--- config.mk ---
export PLATFORM = sky130hd
export DESIGN_NAME = lcv_div_rem_seq
export DESIGN_NICKNAME = d
export VERILOG_FILES = /design/src/rtl/lcv_div_rem_seq.sv
export SDC_FILE = /design/constraint.sdc
export NUM_CORES = 1
export LEC_CHECK = 0
export CORE_AREA = 2 2 194 196
export DETAILED_ROUTE_END_ITERATION = 6
export DIE_AREA = 0 0 196 198
export DONT_BUFFER_PORTS = 1
export GPL_TIMING_DRIVEN = 0
export PLACE_DENSITY = 0.5
export SLEW_MARGIN = 20
export SYNTH_ARGS = -nofsm -noshare
export SYNTH_HDL_FRONTEND = slang
export SYNTH_SLANG_ARGS = --single-unit
--- constraint.sdc ---
create_clock -name clk -period 3.85 [get_ports clk]
set_input_delay 1.155 -clock clk [delete_from_list [all_inputs] [get_ports clk]]
set_output_delay 1.155 -clock clk [all_outputs]
set_load 0.01 [all_outputs]
--- src/rtl/lcv_div_rem_seq.sv ---
// Radix-2 restoring divider/remainder, signed or unsigned; fixed WIDTH+2 cycles accept-to-result.
// One request in flight: inp_ready only in IDLE, result held in DONE until outp_ready.
module lcv_div_rem_seq #(
   parameter int WIDTH = 32
) (
   input  logic             clk,
   input  logic             rst,
   input  logic             inp_valid,
   output logic             inp_ready,
   input  logic [WIDTH-1:0] inp_a,
   input  logic [WIDTH-1:0] inp_b,
   input  logic             inp_signed,
   output logic             outp_valid,
   input  logic             outp_ready,
   output logic [WIDTH-1:0] outp_quot,
   output logic [WIDTH-1:0] outp_rem,
   output logic             outp_div_by_zero
);

   localparam int CW = $clog2(WIDTH) + 1;
   localparam logic [CW-1:0] LAST = CW'(WIDTH - 1);

   typedef enum logic [2:0] {IDLE, PREP, ITER, FIX, DONE} state_t;

   state_t           state_q, state_d;
   logic [CW-1:0]    cnt_q;
   logic [WIDTH-1:0] a_q, b_q, quo_q, rem_q;
   logic             sgn_q, q_neg_q, r_neg_q, bz_q;
   logic             a_neg, b_neg, borrow;
   logic [WIDTH:0]   part, diff;

   assign a_neg  = sgn_q & a_q[WIDTH-1];
   assign b_neg  = sgn_q & b_q[WIDTH-1];
   // rem_q < divisor always, so part < 2*divisor and bit WIDTH of diff is the borrow.
   assign part   = {rem_q, quo_q[WIDTH-1]};
   assign diff   = part - {1'b0, b_q};
   assign borrow = diff[WIDTH];

   always_comb begin
      state_d    = state_q;
      inp_ready  = 1'b0;
      outp_valid = 1'b0;
      case (state_q)
         IDLE: begin
            inp_ready = 1'b1;
            if (inp_valid) state_d = PREP;
         end
         PREP: state_d = ITER;
         ITER: if (cnt_q == LAST) state_d = FIX;
         FIX:  state_d = DONE;
         DONE: begin
            outp_valid = 1'b1;
            if (outp_ready) state_d = IDLE;
         end
         default: state_d = IDLE;
      endcase
   end

   always_ff @(posedge clk or negedge rst) begin
      if (!rst) begin
         state_q          <= IDLE;
         cnt_q            <= '0;
         a_q              <= '0;
         b_q              <= '0;
         quo_q            <= '0;
         rem_q            <= '0;
         sgn_q            <= 1'b0;
         q_neg_q          <= 1'b0;
         r_neg_q          <= 1'b0;
         bz_q             <= 1'b0;
         outp_quot        <= '0;
         outp_rem         <= '0;
         outp_div_by_zero <= 1'b0;
      end else begin
         state_q <= state_d;
         case (state_q)
            IDLE: begin
               if (inp_valid) begin
                  a_q   <= inp_a;
                  b_q   <= inp_b;
                  sgn_q <= inp_signed;
               end
            end
            // a_q keeps the raw dividend for the divide-by-zero remainder; quo_q doubles as dividend shifter.
            PREP: begin
               quo_q   <= a_neg ? -a_q : a_q;
               b_q     <= b_neg ? -b_q : b_q;
               rem_q   <= '0;
               cnt_q   <= '0;
               q_neg_q <= a_neg ^ b_neg;
               r_neg_q <= a_neg;
               bz_q    <= (b_q == '0);
            end
            ITER: begin
               cnt_q <= cnt_q + 1'b1;
               rem_q <= borrow ? part[WIDTH-1:0] : diff[WIDTH-1:0];
               quo_q <= {quo_q[WIDTH-2:0], ~borrow};
            end
            FIX: begin
               outp_div_by_zero <= bz_q;
               outp_quot        <= bz_q ? '1 : (q_neg_q ? -quo_q : quo_q);
               outp_rem         <= bz_q ? a_q : (r_neg_q ? -rem_q : rem_q);
            end
            default: ;
         endcase
      end
   end

endmodule

==> results of run 1 <==
==> where the power goes <==
group          internal, uW  switching (uW)  total (uW)
Combinational          2070            3440        5510
Sequential             3050            1410        4460
Clock                  1740            1010        2740
==> layer usage <==
metal	share of wire	vias up	GRT usage
met4	0.025	0	0.0598
met2	0.48	315	0.376
met1	0.45	5646	0.306
li1	-	5434	-
met3	0.055	59	0.0339
met5	0	-	0
==> logic make-up after synthesis <==
group | count (synthesis)
and+or+nand+nor | 475
AOI/OAI and AO/OA | 472
DFF | 206
buffers and inverters | 134
xor gates and xnor gates | 120
muxes | 40
adders and majority gates | 38
==> what timing repair did <==
item / in CTS / in global routing
gates resized for setup: 4 / 20
endpoints found under the setup margin: 31 / 33
pin swaps: 0 / 0
hold buffers: 0 / 0
==> per-stage QoR <==
stage	setup WS, ns	hold WS (ns)
6_report	0.187	0.322
5_1_grt	0.0142	0.290
4_1_cts	0.0320	0.288
3_5_place_dp	-0.0761	0.480
3_3_place_gp	-0.0755	0.475
2_1_floorplan	0.675	0.455
==> worst paths after layout <==
path	slack, ns	endpoint
setup / recovery	0.19	rem_q[19]
hold / removal	0.32	outp_quot[29]
setup reg to reg	0.19	rem_q[19]
hold reg to reg	0.49	cnt_q[5]
max in group asynchronous	3.27	a_q[6]
min in group clk	0.49	cnt_q[5]
==> state kept, by name, summed over array words and instances, names as in the netlist, 3 cells and up <==
register   cells
b_q           32
quo_q         32
state_q        3
outp_quot     32
a_q           32
outp_rem      32
rem_q         32
cnt_q          6
==> layout by cell type (no fill, tap or decap), types with 30 or more instances in the layout <==
cell / n
xor2_1: 68
a21oi_1: 140
nor3_1: 32
xnor2_1: 52
ha_1: 37
a22oi_1: 39
nor2_1: 127
dfrtp_1: 204
mux2_2: 30
clkbuf_1: 76
o21ai_0: 133
nand2_1: 173
inv_1: 44
==> worst register-to-register path, delay by kind of cell (launching register included) <==
family	cells	cell delay (ns)
AO/OA/AOI/OAI	6	1.60
adder cells (fa/ha/maj)	1	0.38
buffers and inverters	2	0.34
flip-flops	1	0.42
AND/OR/NAND/NOR	3	0.79
==> layout make-up <==
class	count	area (sq um)	share of cell area
Tap cell	474	593	0.0414
Multi-Input combinational cell	1145	7090	0.495
Antenna cell	1	2.50	0.000175
Clock buffer	34	731	0.0510
Buffer	89	347	0.0242
Inverter	44	165	0.0115
Clock inverter	14	234	0.0163
Sequential cell	206	5160	0.360
==> metrics.txt, run 1 <==
status complete, no violations; cells on worst reg2reg path 12; fin util 0.388; post-route cell area 14,300 sq um; Synth area leaders dfrtp_1 (40%), a21oi_1 (5.5%), o21ai_0 (5.3%), nand2_1 (5.1%), xor2_1 (4.7%); clock slew at reported path FFs 0.06 ns; DRC 0; post-synthesis sequential area ratio 0.405; DRT Pass-1 Iters 5; CTS root buf clkbuf_16; die extent in y 198 um; Synth top area share 0.405; mux cell area share after synthesis 0.0344; fin cells 2,007; worst-path fanout max 10; Final Cycle Share 0.951; Data arrival, critical path 4.09 ns; area of the die 38,800 sq um; max-slew violation count 0; post-synthesis compound-gate area fraction 0.227; maximum clock rate 273 MHz; leading area contributor after synthesis dfrtp_1; Post-synth EDFFs 0; # rows 71; Clock Path Buffers 3; Fillers 3,807; CP max-delay cell dfrtp_1; CP startpoint kind flop; synth warn 0; synthesis-to-layout area growth 12.5%; CP cell instances inv_1, ha_1, a21oi_1, o22ai_1, a211oi_2, nand2_1, a41o_1, o211a_1, or3_4, and2_1, clkbuf_2, a221o_1; Mapped Area 12,700 sq um; Net count, final 1,619; Synth cell types 63; clk sinks 206; Post-Syn Area per Cell 8.57 sq um; drt total wl 44,000 um; # setup viols final 0; adder-cell share of the synthesized area 0.0379; number of max-cap violations 0; Post-Route Skew 0.0156 ns; GP Congestion 0.867; Hold WC Path Type input pin to asynchronous set/reset pin; Worst VDD drop 0.360 mV; worst skew pair latency 0.55 ns; number of global-route vias before repair 11.0k; number of buffers created by CTS 26; CP Launch Point b_q[9]; wire length per cell 21.9 um; Async S/R FF share, synth 1.00; Simple-Gate Fraction of Synth Area 0.173; input/output buffers 0; Detail Route Antenna Nets 0; layout cell share with drive strength beyond 1 0.0679; WS Path Type flop to flop; Crit path max-delay family compound AO/OA/AOI/OAI gates; Via density 5.71; largest net degree at the start of global routing 207; Rel. slew slack 0.300; CP Capture Type flop; H-Tree Level Count 1; I/O pins 136; hpwl dp 33,200 um; power per cell area 888 nW/um^2; Hold Violations, Final 0; TritonCTS clock tree built; GR Overflow Total 0; Starting DRT DRC Count 853; Buf+Inv Stages, Crit Path 2; Post-CTS Setup Inserts 0; overall power 12,700 uW; Leak 0.00597 uW; syn_nets 1,592; synth cell count leaders dfrtp_1 (206), nand2_1 (173), a21oi_1 (140); Starting Density 0.345; DR vias 11.5k; clock period minus final worst setup slack 3.66 ns; DP Area 13,300 sq um; RSZ-0062 raised after global routing false; XOR/XNOR Fraction of Synth Area 0.0825; die width 196 um; largest family of logic cells by synthesized area compound AO/OA/AOI/OAI gates; ys flop type dfrtp_1; Largest stage delay, worst path 0.42 ns; Mapped Cells 1,485; Levels on crit path 12; first-pass GRT wire length 67,200 um; r2r startpoint b_q[9]; initial antenna violation count 0; CP required 4.28 ns; core area 37,000 sq um; dpl cells 1,959; FF+latch count, synth 206; setup_tns 0 ns; count leader, synth dfrtp_1; Total GRT Usage 0.225; Worst Tran Pin Value 1.05 ns
(Power assumes the default switching activity.)
==> run 2: changes to the inputs <==
--- a/config.mk
+++ b/config.mk
@@ -10,7 +10,7 @@
 export DIE_AREA = 0 0 196 198
 export DONT_BUFFER_PORTS = 1
 export GPL_TIMING_DRIVEN = 0
-export PLACE_DENSITY = 0.5
+export PLACE_DENSITY = 0.54
 export SLEW_MARGIN = 20
 export SYNTH_ARGS = -nofsm -noshare
 export SYNTH_HDL_FRONTEND = slang
==> run 2 against run 1 <==
Worst setup slack improved by 0.021 ns; via count grew 0.59%; combinational power is essentially flat; die area did not move; global-route usage decreased by 0.52 points; final cell count decreased by 0.15%; clock skew increased by 0.0078 ns; sequential power hardly changed; non-clock buffer count grew 1; maximum frequency is 0.58% higher; first-iteration DRC count increased by 11%; critical endpoint is now rem_q[11].
==> metrics.txt, run 2 (same netlist as run 1, synthesis figures left out) <==
hpwl dp 32,700 um; area of the die 38,800 sq um; die extent in y 198 um; number of global-route vias before repair 11.1k; initial antenna violation count 0; wire length per cell 21.7 um; CP required 4.26 ns; Data arrival, critical path 4.06 ns; clock period minus final worst setup slack 3.64 ns; core area 37,000 sq um; clk sinks 206; Post-CTS Setup Inserts 0; Switching Power 5800 uW; I/O pins 136; Leak 0.00592 uW; GR Overflow Total 0; status complete, no violations; worst-path fanout max 10; most frequent cells in the layout dfrtp_1 (204), nand2_1 (172), a21oi_1 (140); synthesis-to-layout area growth 11.7%; Seq pwr share 0.355; Final Cycle Share 0.946; Setup WS pre-CTS -0.112 ns; Clock Path Buffers 3; TritonCTS clock tree built; GP Congestion 0.870; Post-Route Skew 0.0234 ns; diode count 0; DR vias 11.5k; Net count, final 1,619; maximum clock rate 275 MHz; Worst R2R Setup Slack 0.21 ns; overall power 12,500 uW; CTS root buf clkbuf_16; DRT Pass-1 Iters 5; WS Path Type flop to flop; # setup viols final 0; die width 196 um; Rel. slew slack 0.337; CP max-delay cell dfrtp_1; Setup WS post-layout 0.208 ns; Hold WC Path Type input pin to asynchronous set/reset pin; Clock Power Share 0.201; clock slew at reported path FFs 0.06 ns; Logic pwr share 0.443; Largest stage delay, worst path 0.50 ns; number of buffers created by CTS 25; Starting Density 0.345; Worst VDD drop 0.324 mV; CP Capture Type flop; commonest non-fill, non-tap cell in the layout dfrtp_1; layout cell share with drive strength beyond 1 0.0634; Switching Fraction 0.465; drt total wl 43,400 um; RSZ-0062 raised after global routing false; H-Tree Level Count 1; max-slew violation count 0; DRC 0; # rows 71; Total GRT Usage 0.220; P_int 6670 uW; largest net degree at the start of global routing 207; Starting DRT DRC Count 946; input/output buffers 0; worst skew pair latency 0.54 ns; Detail Route Antenna Nets 0; CP cell instances ha_1, a21o_1, nand2b_1, o21ai_2, nand2_2, a41o_1, o211a_1, or3_1, clkbuf_1, and2_1, clkbuf_2, a221o_1; first-pass GRT wire length 65,900 um; Via density 5.75; power per cell area 877 nW/um^2; Worst Tran Pin Value 0.994 ns; Hold Violations, Final 0; CP startpoint kind flop; number of max-cap violations 0
-- run 2: cell count changes in the layout (fill, tap and decap cells not counted), sizes merged --
cell,delta
clkinv,-4
bufinv,-3
diode,-1
clkbuf,+5
-- run 2: final timing paths --
check                                 end  cells past startpoint      from
worst max-delay path            rem_q[11]                     12  rem_q[6]
worst min-delay path                sgn_q                      0       rst
worst max register to register  rem_q[11]                     12  rem_q[6]
worst min register to register       bz_q                      1   b_q[30]
max in group asynchronous        rem_q[8]                      0       rst
min in group clk                     bz_q                      1   b_q[30]
-- run 2: area by class of cell --
class	instances	area, sq um
inverters	44	165
fillers	3848	22700
well taps	474	593
clock buffers	38	754
clock inverters	7	113
flip-flops and latches	206	5160
plain buffers	90	345
multi-input cells	1145	7090
-- run 2: power groups by stage --
stage / Combinational, uW / Sequential (uW) / Clock, uW
after floorplan: 4090 / 3960 / 0
after global placement: 5400 / 4430 / 0
after detailed placement: 5450 / 4450 / 0
after CTS: 5490 / 4420 / 2540
after global routing: 6170 / 4560 / 2620
final: 5530 / 4430 / 2510
-- run 2: critical path, delay by kind of cell, from the launching register on --
family / cells / cell delay, ns
compound gates: 5 / 1.36
buf+inv: 2 / 0.39
flops: 1 / 0.50
fa+ha+maj: 1 / 0.41
simple gates: 4 / 0.85
-- run 2: metal layers --
metal | up-vias | part of all wire | track usage
li1 | 5431 | - | -
met1 | 5626 | 0.44 | 0.295
met2 | 383 | 0.46 | 0.359
met3 | 82 | 0.064 | 0.0412
met4 | 0 | 0.031 | 0.0724
met5 | - | 0 | 0
-- run 2: repair_timing --
action	4_1_cts	5_1_grt
gates resized for setup	3	15
endpoints found under the setup margin	33	33
hold buffers	0	0
endpoints found under the hold margin	0	0
pin swaps	0	1
-- run 2: per-stage QoR --
| step | cell area [sq um] | TNS [ns] | instances | hold WS (ns) | utilization |
|---|---|---|---|---|---|
| after floorplan | 12700 | 0 | 1485 | 0.455 | - |
| after global placement | 13300 | -0.651 | 1959 | 0.475 | 0.361 |
| after detailed placement | 13300 | -1.64 | 1959 | 0.481 | 0.361 |
| after CTS | 14200 | 0 | 2004 | 0.320 | 0.384 |
| after global routing | 14200 | 0 | 2004 | 0.323 | 0.385 |
| final | 14200 | 0 | 2004 | 0.337 | 0.385 |
==> run 3: changes to the inputs <==
==> constraint.sdc (replaced) <==
create_clock -name clk -period 3.85 [get_ports clk]
set_input_delay 0.385 -clock clk [delete_from_list [all_inputs] [get_ports clk]]
set_output_delay 0.385 -clock clk [all_outputs]
set_load 0.01 [all_outputs]
==> run 3 against run 2 <==
The run now ends with negative hold slack left; clock skew fell by 0.0017 ns; first-iteration DRC count is 1.3% lower; hold slack got worse by 0.77 ns.
==> metrics.txt, run 3 (same netlist as run 1, synthesis figures left out) <==
synthesis-to-layout area growth 12.6%; clk sinks 206; DRC 0; CP Capture Type flop; Post-Route Skew 0.0217 ns; GR peak layer met2; Rel. slew slack 0.362; clock slew at reported path FFs 0.06 ns; Largest stage delay, worst path 0.51 ns; Starting Density 0.345; layout cell share with drive strength beyond 1 0.0629; DR vias 11.6k; commonest non-fill, non-tap cell in the layout dfrtp_1; largest net degree at the start of global routing 207; I/O pins 136; met3 global-route usage 0.0412; Post-CTS Hold Buffers 12; Total GRT Usage 0.221; Starting DRT DRC Count 934; DRT Pass-1 Iters 5; number of global-route vias before repair 11.1k; GR Util met1 0.295; clock period minus final worst setup slack 3.66 ns; initial antenna violation count 0; die extent in y 198 um; Worst VDD drop 0.324 mV; diode count 0; final hold slack -0.432 ns; die width 196 um; met2 usage 0.360; Via density 5.74; Logic pwr share 0.444; Leak 0.00597 uW; wire length per cell 21.6 um; most frequent cells in the layout dfrtp_1 (204), nand2_1 (172), a21oi_1 (140); CTS root buf clkbuf_16; Switching Fraction 0.465; number of max-cap violations 0; CP startpoint kind flop; CP max-delay cell dfrtp_1; worst-path fanout max 10; first-pass GRT wire length 66,000 um; CP cell instances ha_1, a21o_1, nand2b_1, o21ai_2, nand2_2, a41o_1, o211a_1, or3_1, clkbuf_1, and2_1, clkbuf_2, a221o_1; core area 37,000 sq um; Hold WC Path Type input pin to asynchronous set/reset pin; Worst Tran Pin Value 0.958 ns; H-Tree Level Count 1; worst skew pair latency 0.53 ns; WS Path Type flop to flop; status finished, violations left; maximum clock rate 273 MHz; # setup viols final 0; GR Overflow Total 0; setup_tns 0 ns; drt total wl 43,600 um; max-slew violation count 0; Switching Power 5800 uW; RSZ-0062 raised after global routing false; P_int 6680 uW; Buf+Inv Stages, Crit Path 2; Data arrival, critical path 4.08 ns; Crit path max-delay family compound AO/OA/AOI/OAI gates; failing checks negative hold slack; Hold Violations, Final 206; hpwl dp 32,700 um; fin cells 2,016; Clock Path Buffers 3; Net count, final 1,631; Detail Route Antenna Nets 0; number of buffers created by CTS 25; Clock Power Share 0.201; Final Cycle Share 0.952; Seq pwr share 0.355; CP required 4.26 ns; # rows 71; TritonCTS clock tree built; area of the die 38,800 sq um; input/output buffers 0; dpl cells 1,959; power per cell area 871 nW/um^2; GP Congestion 0.870
==> run 3: cell count changes in the layout (fill, tap and decap cells not counted) <==
cell and delta:
dlygate4sd3_1 +12
==> run 3: worst paths after layout <==
path	startpoint	end	slack, ns	depth (start not counted)
setup / recovery	rem_q[6]	rem_q[14]	0.19	12
hold / removal	rst	sgn_q	-0.43	0
setup reg to reg	rem_q[6]	rem_q[14]	0.19	12
hold reg to reg	cnt_q[5]	cnt_q[5]	0.49	1
max in group asynchronous	rst	outp_rem[4]	3.82	0
min in group clk	inp_a[27]	a_q[27]	0.01	1
==> run 3: power groups by stage <==
stage,Combinational [uW],Clock (uW),Sequential (uW)
2_1_floorplan,4090,0,3960
3_3_place_gp,5400,0,4430
3_5_place_dp,5450,0,4450
4_1_cts,5500,2540,4420
5_1_grt,6180,2620,4560
6_report,5540,2510,4430
==> run 3: metrics by stage <==
| step | total power [uW] | setup WS [ns] | cell area (sq um) | utilization | hold WS [ns] |
|---|---|---|---|---|---|
| after floorplan | 8040 | 0.675 | 12700 | - | 0.0894 |
| after global placement | 9830 | -0.0660 | 13300 | 0.361 | 0.108 |
| after detailed placement | 9900 | -0.112 | 13300 | 0.361 | 0.109 |
| after CTS | 12500 | 0.0158 | 14300 | 0.387 | -0.450 |
| after global routing | 13400 | 0.0128 | 14300 | 0.388 | -0.447 |
| final | 12500 | 0.186 | 14300 | 0.388 | -0.432 |
==> run 3: final cells by class <==
class / instances / area (sq um)
tap: 474 / 593
inverter: 44 / 165
timing repair buffer: 12 / 120
buffer: 90 / 345
sequential: 206 / 5160
clock inverter: 7 / 113
fill: 3841 / 22600
clock buffer: 38 / 754
multi-input combinational: 1145 / 7090
==> run 3: repair_timing <==
| item | CTS | global route |
|---|---|---|
| resized for setup | 3 | 15 |
| endpoints found under the hold margin | 218 | 206 |
| setup endpoints to repair | 33 | 33 |
| buffers inserted | 0 | 0 |
| pin swaps | 0 | 1 |
==> run 3: worst register-to-register path: stages (launching register included) <==
cell and delay (ns):
dfrtp_1 0.51, ha_1 0.41, a21o_1 0.22, nand2b_1 0.18, o21ai_2 0.24, nand2_2 0.14, a41o_1 0.28, o211a_1 0.29
or3_1 0.31, clkbuf_1 0.19, and2_1 0.23, clkbuf_2 0.22, a221o_1 0.33
==> run 3: routing by layer <==
layer | vias up | part of all wire
li1 | 5456 | -
met1 | 5625 | 0.44
met2 | 405 | 0.46
met3 | 82 | 0.063
met4 | 0 | 0.032
met5 | - | 0
